--- src/rtl/keypad_hex_entry.sv ---
// keypad_hex_entry: scans a 4x4 active-low hex keypad, debounces whole-keypad
// snapshots, and shifts every accepted key into a 16-bit hex value (newest
// digit in [3:0]).
// Optional feature: define KEYPAD_AUTOREPEAT_EN to re-issue a held key after
// REPEAT_DELAY full scans and then every REPEAT_RATE full scans.
module keypad_hex_entry #(
  parameter int SCAN_DIV       = 100000,
  parameter int DEBOUNCE_SCANS = 10,
  parameter int REPEAT_DELAY   = 500,
  parameter int REPEAT_RATE    = 100
) (
  input  logic        clk,
  input  logic        rst,
  input  logic [3:0]  row,
  output logic [3:0]  col,
  input  logic        clr,
  output logic [15:0] value,
  output logic [3:0]  key_code,
  output logic        key_valid,
  output logic        key_held
);

  localparam int SCAN_W = (SCAN_DIV > 1) ? $clog2(SCAN_DIV) : 1;
  localparam int CNT_W  = $clog2(DEBOUNCE_SCANS + 1);

  typedef enum logic [1:0] {IDLE, PRESS, HELD, RELEASE} state_t;

  if (SCAN_DIV < 4 || DEBOUNCE_SCANS < 1 || REPEAT_DELAY < 1 || REPEAT_RATE < 1) begin : g_param_check
    $error("keypad_hex_entry: parameter out of range");
  end

  logic [3:0]        row_meta, row_sync;
  logic [SCAN_W-1:0] scan_cnt;
  logic [1:0]        col_idx;
  logic [15:0]       snapshot;
  logic              eval_en;
  logic [4:0]        ones;
  logic [3:0]        hit_pos;
  logic              none, single;
  logic [3:0]        new_code;
  state_t            state;
  logic [CNT_W-1:0]  cnt, step_cnt;
  logic [3:0]        cand;
  logic              continuing, done, accept, rep_fire, emit;
  logic [3:0]        emit_code;

  // Row key at (r, c) -> hex code, with pos = {c, r} as stored in snapshot.
  function automatic logic [3:0] key_map(input logic [3:0] pos);
    case ({pos[1:0], pos[3:2]})
      4'b00_00: key_map = 4'h1;  4'b00_01: key_map = 4'h2;
      4'b00_10: key_map = 4'h3;  4'b00_11: key_map = 4'hA;
      4'b01_00: key_map = 4'h4;  4'b01_01: key_map = 4'h5;
      4'b01_10: key_map = 4'h6;  4'b01_11: key_map = 4'hB;
      4'b10_00: key_map = 4'h7;  4'b10_01: key_map = 4'h8;
      4'b10_10: key_map = 4'h9;  4'b10_11: key_map = 4'hC;
      4'b11_00: key_map = 4'h0;  4'b11_01: key_map = 4'hF;
      4'b11_10: key_map = 4'hE;  default:  key_map = 4'hD;
    endcase
  endfunction

  // Two-flop synchronizer for the asynchronous rows, inverted so 1 = pressed.
  // NOTE: non-blocking assignments keep the two stages distinct flops; blocking
  // here would collapse the chain into a single register.
  always_ff @(posedge clk or posedge rst) begin
    if (rst) begin
      row_meta <= '0;
      row_sync <= '0;
    end else begin
      row_meta <= ~row;
      row_sync <= row_meta;
    end
  end

  // Column strobe: dwell SCAN_DIV cycles per column, sample rows on the last
  // dwell cycle, and flag an evaluation the cycle after column 3 is captured.
  always_ff @(posedge clk or posedge rst) begin
    if (rst) begin
      scan_cnt <= '0;
      col_idx  <= '0;
      col      <= 4'b1110;
      snapshot <= '0;
      eval_en  <= 1'b0;
    end else begin
      eval_en <= 1'b0;
      if (scan_cnt == SCAN_W'(SCAN_DIV - 1)) begin
        scan_cnt                      <= '0;
        snapshot[{col_idx, 2'b00} +: 4] <= row_sync;
        col_idx                       <= col_idx + 2'd1;
        col                           <= ~(4'b0001 << (col_idx + 2'd1));
        eval_en                       <= (col_idx == 2'd3);
      end else begin
        scan_cnt <= scan_cnt + 1'b1;
      end
    end
  end

  // Classify the snapshot: count set bits and remember the (single) hit.
  // NOTE: every variable gets a default before the loop so no latch is inferred.
  always_comb begin
    ones    = '0;
    hit_pos = '0;
    for (int i = 0; i < 16; i++) begin
      if (snapshot[i]) begin
        ones    = ones + 5'd1;
        hit_pos = 4'(i);
      end
    end
  end

  assign none       = (ones == 5'd0);
  assign single     = (ones == 5'd1);
  assign new_code   = key_map(hit_pos);
  // A run continues when the same observation repeats; otherwise it restarts at 1.
  assign continuing = (state == PRESS && single && new_code == cand) ||
                      (state == RELEASE && none);
  assign step_cnt   = continuing ? cnt + CNT_W'(1) : CNT_W'(1);
  assign done       = (step_cnt == CNT_W'(DEBOUNCE_SCANS));
  assign accept     = eval_en && single && (state == IDLE || state == PRESS) && done;
  assign emit       = accept || rep_fire;
  assign emit_code  = accept ? new_code : key_code;

`ifdef KEYPAD_AUTOREPEAT_EN
  localparam int REP_MAX = (REPEAT_DELAY > REPEAT_RATE) ? REPEAT_DELAY : REPEAT_RATE;
  localparam int REP_W   = $clog2(REP_MAX + 1);

  logic [REP_W-1:0] rep_cnt, rep_step;
  logic             rep_phase;

  assign rep_step = rep_cnt + REP_W'(1);
  assign rep_fire = eval_en && state == HELD && !none &&
                    (rep_step == (rep_phase ? REP_W'(REPEAT_RATE) : REP_W'(REPEAT_DELAY)));

  // Repeat timer: restarts on every entry to HELD, pauses while in RELEASE.
  always_ff @(posedge clk or posedge rst) begin
    if (rst) begin
      rep_cnt   <= '0;
      rep_phase <= 1'b0;
    end else if (eval_en) begin
      if (accept || (state == RELEASE && !none)) begin
        rep_cnt   <= '0;
        rep_phase <= 1'b0;
      end else if (state == HELD && !none) begin
        if (rep_fire) begin
          rep_cnt   <= '0;
          rep_phase <= 1'b1;
        end else begin
          rep_cnt <= rep_step;
        end
      end
    end
  end
`else
  assign rep_fire = 1'b0;
`endif

  // Debounce FSM plus registered outputs; clr only touches value and wins over a shift.
  always_ff @(posedge clk or posedge rst) begin
    if (rst) begin
      state     <= IDLE;
      cnt       <= '0;
      cand      <= '0;
      key_valid <= 1'b0;
      key_code  <= '0;
      key_held  <= 1'b0;
      value     <= '0;
    end else begin
      key_valid <= emit;
      if (emit) key_code <= emit_code;
      if (clr) value <= '0;
      else if (emit) value <= {value[11:0], emit_code};

      if (eval_en) begin
        case (state)
          IDLE, PRESS: begin
            if (single) begin
              cand <= new_code;
              cnt  <= step_cnt;
              if (done) begin
                state    <= HELD;
                key_held <= 1'b1;
              end else begin
                state <= PRESS;
              end
            end else begin
              state <= IDLE;
            end
          end
          default: begin  // HELD, RELEASE
            if (none) begin
              cnt <= step_cnt;
              if (done) begin
                state    <= IDLE;
                key_held <= 1'b0;
              end else begin
                state <= RELEASE;
              end
            end else begin
              state <= HELD;
            end
          end
        endcase
      end
    end
  end

endmodule

--- config.mk ---
export PLATFORM = sky130hd
export DESIGN_NAME = keypad_hex_entry
export DESIGN_NICKNAME = d
export VERILOG_FILES = /design/src/rtl/keypad_hex_entry.sv
export SDC_FILE = /design/constraint.sdc
export NUM_CORES = 1
export LEC_CHECK = 0
export BUFFER_PORTS_ARGS = -buffer_cell sky130_fd_sc_hd__buf_4
export CAP_MARGIN = 40
export CORE_MARGIN = 1.5
export CORE_UTILIZATION = 34
export CTS_CLUSTER_DIAMETER = 30
export DETAILED_ROUTE_END_ITERATION = 8
export MAX_ROUTING_LAYER = met4
export PLACE_DENSITY = 0.61
export SKIP_CTS_REPAIR_TIMING = 1
export SKIP_LAST_GASP = 1
export SLEW_MARGIN = 20
export SYNTH_ARGS = -nofsm -noshare
export SYNTH_HDL_FRONTEND = slang
export SYNTH_SLANG_ARGS = --single-unit
--- constraint.sdc ---
create_clock -name clk -period 9.6 [get_ports clk]
set_input_delay 0.96 -clock clk [delete_from_list [all_inputs] [get_ports clk]]
set_output_delay 0.96 -clock clk [all_outputs]
set_load 0.02 [all_outputs]
==> metrics.md <==
| Metric | Value |
|---|---|
| Worst EP required | `9880 ps` |
| # placed instances | `837` |
| Top cell family by delay on the critical path | `adder cells` |
| Arrival time at the worst endpoint | `9780 ps` |
| Die width | `129.0 um` |
| IO Pins | `33` |
| Worst Path Buf+Inv | `5` |
| Die Height | `129.0 um` |
| RSZ-0062 raised after global routing | `yes` |
| Asr flop ratio synth | `100.0%` |
| Synth Warn # | `0` |
| WL final | `11,870 um` |
| CP Class | `flop to flop` |
| Initial antenna violation count | `0` |
| Crit path capture type | `flop` |
| Buffers on Ports | `32` |
| GRT overflow | `0` |
| Clk_skew | `8.495 ps` |
| Synth area leaders | `dfrtp_1 (36%), nand2_1 (7.1%), ha_1 (5.6%)` |
| Pin count of the biggest net entering global routing | `48` |
| Met1 Use GR | `18.46%` |
| # clock sinks | `80` |
| Starting Density | `35.14%` |
| Final core occ | `44.03%` |
| Maximum VDD drop | `0.1076 mV` |
| Clk root buf | `clkbuf_16` |
| Drt via density | `5.072` |
| Max Transition Viols Final | `0` |
| DIE AREA | `16,650 um^2` |
| Worst min-delay path category | `flop to flop` |
| Status | `finished, final reports clean` |
| Post-synth top area share | `35.67%` |
| TritonRoute pass-1 iters | `4` |
| DR WL/cell | `13.63 um` |
| Max-slew headroom | `49.20%` |
| Synth Register Bits | `80` |
| Setup-failing EPs final | `0` |
| First DRT Iteration DRCs | `200` |
| Total GRT Usage | `14.73%` |
| Yosys cell types | `70` |
| Critical path's largest stage delay | `530 ps` |
| H-tree depth | `3` |
| Share of post-route cells with drive strength above 1 | `26.06%` |
| Placer Congestion | `0.8332` |
| # rows | `45` |
| DRC Markers | `0` |
| Synth Instances | `597` |
| Avg Inst Size Synth | `9.048 um^2` |
| Nets | `686` |
| Ant. Diodes | `0` |
| Slowest CP cell | `or4_4` |
| Maxcap violations | `0` |
| Post-synth top area cell | `dfrtp_1` |
| Area delta synth->final | `25.30%` |
| Final worst path period need | `9503 ps` |
| HPWL after DPL | `8320 um` |
| Vias in the first global route | `4,283` |
| Number of buffers created by CTS | `9` |
| Non-Filler Instances | `871` |
| Setup_tns | `0 ps` |
| Power Density | `101.2 nW/um^2` |
| CTS tree | `done` |
| Worst setup SP type | `flop` |
| EDFF count, synth | `0` |
| Hold WS | `351.0 ps` |
| First-pass GRT wire length | `19,530 um` |
| Reg clk slew, reported paths | `70 ps` |
| Area of placed instances | `5984 um^2` |
| Clock network latency to the later pin of the worst-skew pair | `340 ps` |
| Post-synth top flop | `dfrtp_1` |
| Leak Pwr | `0.003061 uW` |
| Synth Cell Area | `5401 um^2` |
| Fmax | `105.2 MHz` |
| Final worst path period share | `98.99%` |
| DR vias | `4,418` |
| Worst-path fanout max | `6` |
| Seq/Total Area, Yosys | `37.13%` |
| Busiest grt layer | `met2` |
| M2 GR Usage | `24.25%` |
| Slew @ Worst Pin | `755.0 ps` |
| Bufs on Longest Clock Path | `2` |
| Met3 Resource Use GR | `1.775%` |
| Syn_nets | `628` |
| Post-DRT Antenna Nets | `0` |
| Final Hold Fails | `0` |
| Core region area | `15,370 um^2` |
| Final instance area | `6768 um^2` |
registers in the layout (all words and copies together), names as in the netlist:
name and flops:
row_sync 4, state 2, value 16, scan_cnt 17, col_idx 2, cnt 4
key_valid 1, cand 4, key_code 4, eval_en 1, col 4, snapshot 16
key_held 1, row_meta 4
per-layer routing:
layer	up-vias	part of all wire (%)
met2	68	50
met1	2156	46
met5	-	0
met3	17	1.9
li1	2177	-
met4	0	1.8
worst reg2reg max path, delay by kind of cell, from the launching register on:
kind | cells | cell delay [ps]
mux | 2 | 570
simple gates | 16 | 2260
flops | 1 | 410
xor+xnor | 2 | 330
buf+inv | 5 | 490
compound gates | 13 | 1820
fa+ha+maj | 13 | 3550
cells by family after synthesis:
| logic type | after synthesis | share of synthesized area [%] |
|---|---|---|
| compound gates | 104 | 12.83 |
| xor+xnor | 73 | 15.45 |
| mux | 14 | 2.803 |
| buf+inv | 56 | 4.239 |
| flops | 80 | 37.13 |
| simple gates | 245 | 21.80 |
| fa+ha+maj | 25 | 5.745 |
per-stage QoR:
| step | power (uW) | setup WS [ps] |
|---|---|---|
| 2_1_floorplan | 352.3 | 60.13 |
| 3_5_place_dp | 358.6 | -335.1 |
| 4_1_cts | 696.3 | -423.6 |
| 3_3_place_gp | 356.8 | 12.94 |
| 6_report | 685.1 | 97.17 |
| 5_1_grt | 706.7 | -315.6 |
where the power goes:
part	internal, uW	total (uW)	switching (uW)
Sequential	339	340	1.45
Clock	183	333	151
Combinational	3.34	11.5	8.13
Total	525	685	160
cells in the final DEF (no fill, tap or decap), types with 6 or more instances in the layout:
cell type,Yosys,layout
nand2_1,102,97
dfrtp_1,77,76
buf_4,3,62
nor2_1,48,43
xnor2_1,34,33
o21ai_0,29,27
inv_1,31,26
a21oi_1,27,25
nand3_1,22,21
xor2_1,19,19
ha_1,24,16
nand4_1,11,11
xnor2_2,10,10
clkbuf_16,0,9
nor3b_1,8,7
mux2_2,9,7
nor3_1,6,6
xnor3_1,6,6
ha_4,0,6
path summary, 6_finish.rpt:
check                       startpoint  depth (start not counted)     endpoint  slack [ps]
max                        snapshot[0]                         51     key_held         100
min                        row_meta[1]                          0  row_sync[1]         350
max reg2reg                snapshot[0]                         51     key_held         100
min reg2reg                row_meta[1]                          0  row_sync[1]         350
max in group asynchronous          rst                          4       col[3]        8260
min in group asynchronous          rst                          3    value[12]         720
final cells by class:
cell class	count	area (um^2)
fill	1446	8603
clock inverter	7	70.07
multi-input combinational	461	3485
clock buffer	9	225.2
timing repair buffer	70	589.3
sequential	80	2007
inverter	33	127.6
tap	211	264.0
cells in the mapped netlist (all sizes together) (2+ instances only):
cell type / number
o21a: 5
o41ai: 2
nand4b: 4
nand4: 12
nor2: 48
a41o: 2
dfrtp: 77
mux2: 9
o21bai: 2
o22ai: 3
nor2b: 7
or3: 5
xnor2: 44
and3: 5
o31ai: 7
dfstp: 3
or4b: 2
nand2: 103
xor2: 22
nor3b: 8
o21ai: 29
buf: 13
nor4: 5
nand3: 22
a22o: 2
a22oi: 2
nand2b: 3
and2: 7
xnor3: 7
nand3b: 2
a31oi: 5
clkbuf: 10
nor3: 6
ha: 24
a21oi: 27
a221o: 2
mux2i: 5
inv: 33
a211oi: 3
Note: power is estimated with default switching activity, not from simulation.
